===== src/rtl/zmenu_pkg.sv =====
// Shared constants and types for the menu cursor controller.
// Period item indices, button bit positions, FSM state encodings.
package zmenu_pkg;

  localparam logic [3:0] ZCURSOR_INDEX_PERIOD1 = 4'd1;
  localparam logic [3:0] ZCURSOR_INDEX_PERIOD2 = 4'd2;
  localparam logic [3:0] ZCURSOR_INDEX_PERIOD3 = 4'd3;
  localparam logic [3:0] ZCURSOR_INDEX_PERIOD4 = 4'd4;
  localparam logic [3:0] ZCURSOR_INDEX_PERIOD5 = 4'd5;

  localparam int BTN_PREV   = 0;
  localparam int BTN_NEXT   = 1;
  localparam int BTN_OKAY   = 2;
  localparam int BTN_CANCEL = 3;

  typedef enum logic [2:0] {
    ST_IDLE     = 3'd0,
    ST_FULL     = 3'd1,
    ST_GAP      = 3'd2,
    ST_DRAW_OLD = 3'd3,
    ST_DRAW_NEW = 3'd4
  } zmenu_state_e;

  function automatic logic is_period(
    input logic [3:0] idx
  );
    return (idx >= ZCURSOR_INDEX_PERIOD1) &&
           (idx <= ZCURSOR_INDEX_PERIOD5);
  endfunction

endpackage


===== src/rtl/zmenu_cursor_ctrl_if.sv =====
// Item-draw handshake between cursor controller and LCD item engine.
// master: drives oDraw_Req/oDraw_Item/oDraw_Hilite, samples iDraw_Ack.
interface zmenu_cursor_ctrl_if;

  logic       oDraw_Req;
  logic [3:0] oDraw_Item;
  logic       oDraw_Hilite;
  logic       iDraw_Ack;

  modport master (
    output oDraw_Req,
    output oDraw_Item,
    output oDraw_Hilite,
    input  iDraw_Ack
  );

  modport slave (
    input  oDraw_Req,
    input  oDraw_Item,
    input  oDraw_Hilite,
    output iDraw_Ack
  );

endinterface


===== src/rtl/zmenu_key_repeat.sv =====
// Auto-repeat generator for one held button (used under ZMENU_AUTOREPEAT_EN).
// Ports: clk, rst_n, en, level, pulse, block in; step out (1-cycle strobe).
module zmenu_key_repeat #(
  parameter logic [23:0] DELAY = 24'd5_000_000,
  parameter logic [23:0] RATE  = 24'd1_000_000
) (
  input  logic clk,
  input  logic rst_n,
  input  logic en,
  input  logic level,
  input  logic pulse,
  input  logic block,
  output logic step
);

  logic [23:0] cnt;
  logic        armed;
  logic        hold;

  // A pulse restarts the hold timer; the press itself is the first step.
  assign hold = en & level & ~pulse & ~block;

  assign step = hold &
    (armed ? (cnt == RATE - 24'd1)
           : (cnt == DELAY - 24'd1));

  always_ff @(posedge clk) begin
    if (!rst_n || !en) begin
      cnt   <= '0;
      armed <= 1'b0;
    end else if (!hold) begin
      cnt   <= '0;
      armed <= 1'b0;
    end else if (step) begin
      cnt   <= '0;
      armed <= 1'b1;
    end else begin
      cnt   <= cnt + 24'd1;
    end
  end

endmodule


===== src/rtl/zmenu_cursor_ctrl.sv =====
// Menu cursor controller: button events -> wrapped cursor, period code,
// and item-draw scheduling over the draw handshake (draw: master modport).
// Ports: clk, rst_n, en, iBtn_Pulse[3:0], iBtn_Level[3:0] in;
// oCursor_Index[3:0], oActive_Periods_Num[2:0], oBusy out.
// Optional: ZMENU_AUTOREPEAT_EN enables Prev/Next auto-repeat.
module zmenu_cursor_ctrl
  import zmenu_pkg::*;
#(
  parameter int          MAX_CURSOR_INDEX = 10,
  parameter logic [23:0] REPEAT_DELAY     = 24'd5_000_000,
  parameter logic [23:0] REPEAT_RATE      = 24'd1_000_000
) (
  input  logic                       clk,
  input  logic                       rst_n,
  input  logic                       en,
  input  logic [3:0]                 iBtn_Pulse,
  input  logic [3:0]                 iBtn_Level,
  output logic [3:0]                 oCursor_Index,
  output logic [2:0]                 oActive_Periods_Num,
  output logic                       oBusy,
  zmenu_cursor_ctrl_if.master        draw
);

  localparam logic [3:0] MAX_IDX = 4'(MAX_CURSOR_INDEX);

  if (MAX_CURSOR_INDEX > 15 || MAX_CURSOR_INDEX < 1) begin : g_bad_max
    $error("MAX_CURSOR_INDEX must be 1..15");
  end

  logic ev_prev;
  logic ev_next;

`ifdef ZMENU_AUTOREPEAT_EN
  logic rep_prev;
  logic rep_next;
  logic both_held;

  assign both_held = iBtn_Level[BTN_PREV] & iBtn_Level[BTN_NEXT];

  zmenu_key_repeat #(
    .DELAY (REPEAT_DELAY),
    .RATE  (REPEAT_RATE)
  ) u_rep_prev (
    .clk   (clk),
    .rst_n (rst_n),
    .en    (en),
    .level (iBtn_Level[BTN_PREV]),
    .pulse (iBtn_Pulse[BTN_PREV]),
    .block (both_held),
    .step  (rep_prev)
  );

  zmenu_key_repeat #(
    .DELAY (REPEAT_DELAY),
    .RATE  (REPEAT_RATE)
  ) u_rep_next (
    .clk   (clk),
    .rst_n (rst_n),
    .en    (en),
    .level (iBtn_Level[BTN_NEXT]),
    .pulse (iBtn_Pulse[BTN_NEXT]),
    .block (both_held),
    .step  (rep_next)
  );

  assign ev_prev = iBtn_Pulse[BTN_PREV] | rep_prev;
  assign ev_next = iBtn_Pulse[BTN_NEXT] | rep_next;
`else
  logic unused_cfg;

  assign unused_cfg = ^{iBtn_Level, REPEAT_DELAY, REPEAT_RATE};
  assign ev_prev    = iBtn_Pulse[BTN_PREV];
  assign ev_next    = iBtn_Pulse[BTN_NEXT];
`endif

  always_ff @(posedge clk) begin
    if (!rst_n || !en) begin
      oCursor_Index       <= '0;
      oActive_Periods_Num <= '0;
    end else begin
      priority case (1'b1)
        ev_prev: begin
          oCursor_Index <= (oCursor_Index >= 4'd1) ?
            oCursor_Index - 4'd1 : MAX_IDX;
        end
        ev_next: begin
          oCursor_Index <= (oCursor_Index < MAX_IDX) ?
            oCursor_Index + 4'd1 : 4'd0;
        end
        iBtn_Pulse[BTN_OKAY]: begin
          if (is_period(oCursor_Index))
            oActive_Periods_Num <= 3'(oCursor_Index - 4'd1);
        end
        iBtn_Pulse[BTN_CANCEL]: begin
          oCursor_Index <= '0;
        end
        default: ;
      endcase
    end
  end

  zmenu_state_e state;
  zmenu_state_e ret_state;
  logic         en_q;
  logic [3:0]   item_cnt;
  logic [3:0]   drawn_idx;
  logic [3:0]   target;
  logic [3:0]   hilite_idx;
  logic         req_q;
  logic [3:0]   item_q;
  logic         hil_q;
  logic         xfer;

  assign draw.oDraw_Req    = req_q;
  assign draw.oDraw_Item   = item_q;
  assign draw.oDraw_Hilite = hil_q;
  assign xfer              = req_q & draw.iDraw_Ack;

  always_ff @(posedge clk) begin
    if (!rst_n || !en) begin
      state      <= ST_IDLE;
      ret_state  <= ST_IDLE;
      en_q       <= 1'b0;
      item_cnt   <= '0;
      drawn_idx  <= '0;
      target     <= '0;
      hilite_idx <= '0;
      req_q      <= 1'b0;
      item_q     <= '0;
      hil_q      <= 1'b0;
      oBusy      <= 1'b0;
    end else begin
      en_q <= 1'b1;
      unique case (state)
        ST_IDLE: begin
          if (!en_q) begin
            state      <= ST_FULL;
            item_cnt   <= '0;
            hilite_idx <= oCursor_Index;
            req_q      <= 1'b1;
            item_q     <= '0;
            hil_q      <= (oCursor_Index == 4'd0);
            oBusy      <= 1'b1;
          end else if (oCursor_Index != drawn_idx) begin
            state  <= ST_DRAW_OLD;
            req_q  <= 1'b1;
            item_q <= drawn_idx;
            hil_q  <= 1'b0;
            oBusy  <= 1'b1;
          end
        end
        ST_FULL: begin
          if (xfer) begin
            req_q <= 1'b0;
            state <= ST_GAP;
            if (hil_q)
              hilite_idx <= item_q;
            if (item_cnt == MAX_IDX) begin
              // Cursor may have moved mid-repaint; IDLE fixes it up.
              drawn_idx <= hil_q ? item_q : hilite_idx;
              ret_state <= ST_IDLE;
            end else begin
              item_cnt  <= item_cnt + 4'd1;
              ret_state <= ST_FULL;
            end
          end
        end
        ST_DRAW_OLD: begin
          if (xfer) begin
            req_q     <= 1'b0;
            target    <= oCursor_Index;
            ret_state <= ST_DRAW_NEW;
            state     <= ST_GAP;
          end
        end
        ST_DRAW_NEW: begin
          if (xfer) begin
            req_q     <= 1'b0;
            drawn_idx <= target;
            ret_state <= ST_IDLE;
            state     <= ST_GAP;
          end
        end
        ST_GAP: begin
          state <= ret_state;
          if (ret_state == ST_FULL) begin
            req_q  <= 1'b1;
            item_q <= item_cnt;
            hil_q  <= (item_cnt == oCursor_Index);
          end else if (ret_state == ST_DRAW_NEW) begin
            req_q  <= 1'b1;
            item_q <= target;
            hil_q  <= 1'b1;
          end else begin
            oBusy <= 1'b0;
          end
        end
        default: begin
          state <= ST_IDLE;
          oBusy <= 1'b0;
          req_q <= 1'b0;
        end
      endcase
    end
  end

endmodule


===== src/flat_wrapper.sv =====
// flat-port wrapper written by rule: the top's interface ports become plain ports
module zmenu_cursor_ctrl_flat import zmenu_pkg::*;
#(
  parameter int          MAX_CURSOR_INDEX = 10,
  parameter logic [23:0] REPEAT_DELAY     = 24'd5_000_000,
  parameter logic [23:0] REPEAT_RATE      = 24'd1_000_000
)
  (clk, rst_n, en, iBtn_Pulse, iBtn_Level, oCursor_Index, oActive_Periods_Num, oBusy, draw_oDraw_Req, draw_oDraw_Item, draw_oDraw_Hilite, draw_iDraw_Ack);
  zmenu_cursor_ctrl_if draw_i ();
  input  logic clk;
  input  logic rst_n;
  input  logic en;
  input  logic [3:0] iBtn_Pulse;
  input  logic [3:0] iBtn_Level;
  output logic [3:0] oCursor_Index;
  output logic [2:0] oActive_Periods_Num;
  output logic oBusy;
  output wire logic [$bits(draw_i.oDraw_Req)-1:0] draw_oDraw_Req;
  output wire logic [$bits(draw_i.oDraw_Item)-1:0] draw_oDraw_Item;
  output wire logic [$bits(draw_i.oDraw_Hilite)-1:0] draw_oDraw_Hilite;
  input wire logic [$bits(draw_i.iDraw_Ack)-1:0] draw_iDraw_Ack;
  assign draw_oDraw_Req = draw_i.oDraw_Req;
  assign draw_oDraw_Item = draw_i.oDraw_Item;
  assign draw_oDraw_Hilite = draw_i.oDraw_Hilite;
  assign draw_i.iDraw_Ack = draw_iDraw_Ack;
  zmenu_cursor_ctrl #(.MAX_CURSOR_INDEX(MAX_CURSOR_INDEX), .REPEAT_DELAY(REPEAT_DELAY), .REPEAT_RATE(REPEAT_RATE)) u_core (.clk(clk), .rst_n(rst_n), .en(en), .iBtn_Pulse(iBtn_Pulse), .iBtn_Level(iBtn_Level), .oCursor_Index(oCursor_Index), .oActive_Periods_Num(oActive_Periods_Num), .oBusy(oBusy), .draw(draw_i));
endmodule

===== config.mk =====
export PLATFORM = sky130hd
export DESIGN_NAME = zmenu_cursor_ctrl_flat
export DESIGN_NICKNAME = d
export VERILOG_FILES = /design/src/rtl/zmenu_pkg.sv /design/src/rtl/zmenu_cursor_ctrl_if.sv /design/src/rtl/zmenu_key_repeat.sv /design/src/rtl/zmenu_cursor_ctrl.sv /design/src/flat_wrapper.sv
export SDC_FILE = /design/constraint.sdc
export NUM_CORES = 1
export LEC_CHECK = 0
export ABC_AREA = 0
export BUFFER_PORTS_ARGS = -buffer_cell sky130_fd_sc_hd__buf_2
export CORE_ASPECT_RATIO = 1.5
export CORE_MARGIN = 3
export CORE_UTILIZATION = 40
export DETAILED_ROUTE_END_ITERATION = 10
export PLACE_DENSITY = 0.6
export SLEW_MARGIN = 20
export SYNTH_ARGS = -nofsm -noshare
export SYNTH_HDL_FRONTEND = slang
export SYNTH_SLANG_ARGS = --single-unit

===== constraint.sdc =====
create_clock -name clk -period 2.12 [get_ports clk]
set_input_delay 0.318 -clock clk [delete_from_list [all_inputs] [get_ports clk]]
set_output_delay 0.318 -clock clk [all_outputs]
set_load 0.05 [all_outputs]

# Yosys cells after proc, flatten, opt, wreduce, memory -nomap -nowiden
# Cells that the tools add are included.
# classes
addsub	3
order_cmp	3
n_eq_ne	21
n_mux	46
n_bitwise	4
reduce_logical	23
# ops
operator	count
2-to-1 mux 4 bit	19
one-hot mux 4 bit (2 select lines)	4
AND reduction 4 bit	5
2-to-1 mux 3 bit	6
one-hot mux 3 bit (3 select lines)	2
2-to-1 mux 1 bit	12
inequality test 2 x 1 -> 1 bit (second input constant)	5
AND reduction 3 bit	3
adder 4 x 1 -> 4 bit (second input constant)	2
inequality test 2 bit (second input constant)	4
equality test 3 x 1 -> 1 bit (second input constant)	2
equality test 3 x 2 -> 1 bit (second input constant)	2
equality test 3 bit (second input constant)	2
inequality test 3 bit (second input constant)	2
one-hot mux 1 bit (3 select lines)	2
AND reduction 2 bit	3
nonzero test 2 bit	3
nonzero test 3 bit	2
equality test 4 bit	1
equality test 4 bit (second input constant)	1
greater-or-equal comparator 4 x 1 -> 1 bit (second input constant)	1
<= comparator 4 x 3 -> 1 bit (second input constant)	1
logical NOT 4 bit	1
less-than comparator 4 bit (second input constant)	1
other kinds (11)	14
# totals
regBits	37
inputBits	12
output_inout_bits	14
elab_cells	113

# Longest topological paths before layout
# logic_depth
word_depth	4
depth_mapped	7
depth_no_buf	7

# Least setup slack after synthesis
# No wires, ideal clock.
# synth_timing
path_kind	register -> register
startpoint	reg u_core.oCursor_Index[1]
endpoint	reg u_core.oCursor_Index[2]
setup_time_ps	133
arrival_ps	1894
required_ps	1987
setup_slack_ps	94
path_stages_with_launch	8
n_path_buf	1
period_less_slack_ps	2026
cell_sequence	dfxtp_1 buf_6 inv_1 ha_1 or4b_1 nand2_1 o22a_1 a21oi_1
# synth_via
elab_chain_len	4
elab_cells_between_ends	8
classes_between	2 x add/sub; 2 x order compare; 4 x mux
# synth_rtl
element	line	rtl
start: declaration	zmenu_cursor_ctrl.sv:18	output logic [3:0] oCursor_Index,
start signal: assignment	zmenu_cursor_ctrl.sv:83	oCursor_Index <= (oCursor_Index >= 4'd1) ?
start signal: assignment	zmenu_cursor_ctrl.sv:87	oCursor_Index <= (oCursor_Index < MAX_IDX) ?
adder 4 x 1 -> 4 bit / less-than comparator 4 bit (equally long branches)	zmenu_cursor_ctrl.sv:88, zmenu_cursor_ctrl.sv:87	
2-to-1 mux 4 bit	zmenu_cursor_ctrl.sv:87	
2-to-1 mux 4 bit	zmenu_cursor_ctrl.sv:81	priority case (1'b1)
2-to-1 mux 4 bit (*)	zmenu_cursor_ctrl.sv:81	
# Every way passes the cells marked *; elsewhere a longest branch is shown, timed or not.
# A chain may end at the register's enable or synchronous reset.

# Worst setup path in the final report
# Same ends and word-level chain as after synthesis.

==> results.cfg <==
[cells_and_area]
fill_cells = 509
synthToLayoutAreaGrowth_pct = 14.6
antenna_cells = 0
final_design_area_no_fill_sq_um = 2440
nNetsFinal = 299
drive_gt1_share_pct = 20.1

[pwr]
worst_ir_drop_vdd_uv = 468
powerDensity_nw_per_um2 = 621
p_leak_nw = 0.981

[synthesis]
synth_top_area_share_pct = 33.8
syn-num-nets = 269
yosys_warnings = 0
ys_top_cells_by_area = dfxtp_1 34%, mux2i_1 9.4%, nor2_1 6.9%
synth-edff-count = 0
synthArstFlopShare_pct = 0
netlist_instances = 252
ys_seq_area_share_pct = 33.8
ys.flop_type = dfxtp_1
synthesis.area_sq_um = 2130
yosysTopAreaCell = dfxtp_1
syn_area_per_cell_sq_um = 8.46
synth.ff_latch_count = 36
synth_cell_type_count = 48

[die]
coreArea_sq_um = 5000
num_io_pins = 26
die-area_sq_um = 6260
row_count = 31
die_x_um = 65.6
start_util_pct = 42.6
fp.dieH_um = 95.4

[critical_path]
slowest_stage = or4b_1
cpLargestDelayFamily = simple AND/OR/NAND/NOR gates
critPathKind = reg -> reg
startpoint_type = flip-flop
cp.arrival_ns = 1.92
timing.critical_path.buf_inv = 2
slowest_delay_ns = 0.53
cp.required_ns = 2.30
end_kind = flip-flop
crit_chain = buf_4 > inv_1 > ha_1 > or4b_1 > nand2_1 > o22a_1 > a21oi_1
critPathMaxFanout = 8
rr_worst_depth = 7
worst-path-stages = 7

[place]
port_buffers = 21
gp_congestion = 0.809
hpwl_mm = 3.82
placed_area_sq_um = 2350

[clock_network]
htreeDepth = 2
numCtsBuffers = 5
clk_latency_ns = 0.29
hold_buffers = 0
clk_pin_slew_ns = 0.07
cts_setup_buffers = 0
cts_resized = 0
cts_tree = done
cts_root_buf = clkbuf_8
clock-sinks = 36
ctsLongestPathBuffers = 2

[timing]
skew_ns = 0.00780
setup_tns_ns = 0
slew_headroom_pct = 64.3
slew_viol_final = 0
finalSetupViolations = 0
hold_violations = 0
worst_pin_slew_ns = 0.535
rsz0062_at_grt = no
fmax_mhz = 572
period_minus_slack_ns = 1.75
period_share_pct = 82.4

[routing]
vias = 1874
drt_iter0_drc = 77
drc = 0
antenna_left = 0
wire_per_inst_um = 14.3
vias_per_cell = 5.37
drtPass1Iterations = 4
drt-total-wl_mm = 5.00

[global_route]
overflow = 0
grt_usage_pct = 17.2
grt_pass1_wl_mm = 8.28
grt_pass1_vias = 1813
grt_max_degree = 16
grt_antenna_before_repair = 0

[hold_path]
hold_depth = 3
hold_path_class = in -> reg

[outcome]
status = finished clean

[job]
maxCapViolCount = 0
==> worst paths after layout <==
path / from / to / slack, ns
max reg2reg: u_core.oCursor_Index[1] / u_core.oCursor_Index[2] / 0.37
min: iBtn_Pulse[0] / u_core.oCursor_Index[3] / 0.34
min reg2reg: u_core.oBusy / u_core.oBusy / 0.47
max: u_core.oCursor_Index[1] / u_core.oCursor_Index[2] / 0.37
==> per-layer routing <==
metal	global-route usage (%)	share of wire (%)	vias to the layer above
met5	0	0	-
met4	6.40	1.7	0
met3	3.89	4.3	10
met2	33.0	53	46
met1	17.8	41	880
li1	-	-	938
==> cell usage after synthesis, drive strengths merged, types with 3 or more instances <==
| master | number |
|---|---|
| mux2i | 20 |
| buf | 15 |
| inv | 10 |
| nor4 | 3 |
| o21ai | 17 |
| nor3b | 3 |
| a21oi | 21 |
| a211oi | 9 |
| xor2 | 4 |
| nor2 | 40 |
| dfxtp | 36 |
| nand3 | 7 |
| nand2 | 19 |
| xnor2 | 8 |
| nor3 | 3 |
| a31oi | 3 |
| ha | 5 |
==> metrics by stage <==
stage	hold WS (ns)	cells	setup slack [ns]	power, mW	util [%]
3_3_place_gp	0.451	341	0.417	1.01	47.0
4_1_cts	0.342	349	0.371	1.54	48.8
6_report	0.340	349	0.372	1.52	48.8
5_1_grt	0.356	349	0.284	1.59	48.8
3_5_place_dp	0.455	341	0.392	1.01	47.0
2_1_floorplan	0.456	252	0.0936	0.941	-
==> registers in the layout (all words and copies together) (netlist names) <==
| signal | cells |
|---|---|
| u_core.draw.oDraw_Req | 1 |
| u_core.oBusy | 1 |
| u_core.oCursor_Index | 4 |
| u_core.en_q | 1 |
| u_core.hilite_idx | 4 |
| u_core.state | 3 |
| u_core.target | 4 |
| u_core.ret_state | 2 |
| u_core.item_cnt | 4 |
| u_core.draw.oDraw_Hilite | 1 |
| u_core.drawn_idx | 4 |
| u_core.draw.oDraw_Item | 4 |
| u_core.oActive_Periods_Num | 3 |
==> final cells by class <==
cell class / count / area [sq um] / area share [%]
clock inverters: 1 / 7.51 / 0.307
multi-input cells: 189 / 1260 / 51.6
inverters: 10 / 37.5 / 1.54
flip-flops and latches: 36 / 721 / 29.5
clock buffers: 7 / 86.3 / 3.53
well taps: 66 / 82.6 / 3.38
repair buffers: 40 / 248 / 10.1
==> kinds of logic after synthesis <==
family / share of synthesized area (%)
flip-flops: 33.8
AO/OA/AOI/OAI: 19.1
AND/OR/NAND/NOR: 21.5
multiplexers: 9.39
adder cells (fa/ha/maj): 2.93
XOR/XNOR: 6.16
buffers and inverters: 7.04
==> power breakdown <==
| group | internal, mW | switching, mW |
|---|---|---|
| clock | 0.264 | 0.257 |
| sequential | 0.692 | 0.0232 |
| combinational | 0.112 | 0.169 |
| total | 1.07 | 0.450 |
==> placed cells by master (no fill, tap or decap), types with 3 or more instances in the layout <==
cell / n
a211oi_1: 9
a21oi_1: 21
a31oi_1: 3
buf_2: 21
buf_4: 19
clkbuf_8: 6
dfxtp_1: 36
ha_1: 5
inv_1: 10
mux2i_1: 20
nand2_1: 19
nand3_1: 6
nor2_1: 39
nor3_1: 3
nor3b_2: 3
o21ai_0: 16
xnor2_1: 6
xor2_1: 4
==> worst reg2reg max path, stage by stage (launching register included) <==
cell     delay, ns
dfxtp_1       0.34
buf_4         0.16
inv_1         0.07
ha_1          0.20
or4b_1        0.53
nand2_1       0.12
o22a_1        0.15
a21oi_1       0.06
Note: power is estimated with default switching activity, not from simulation.
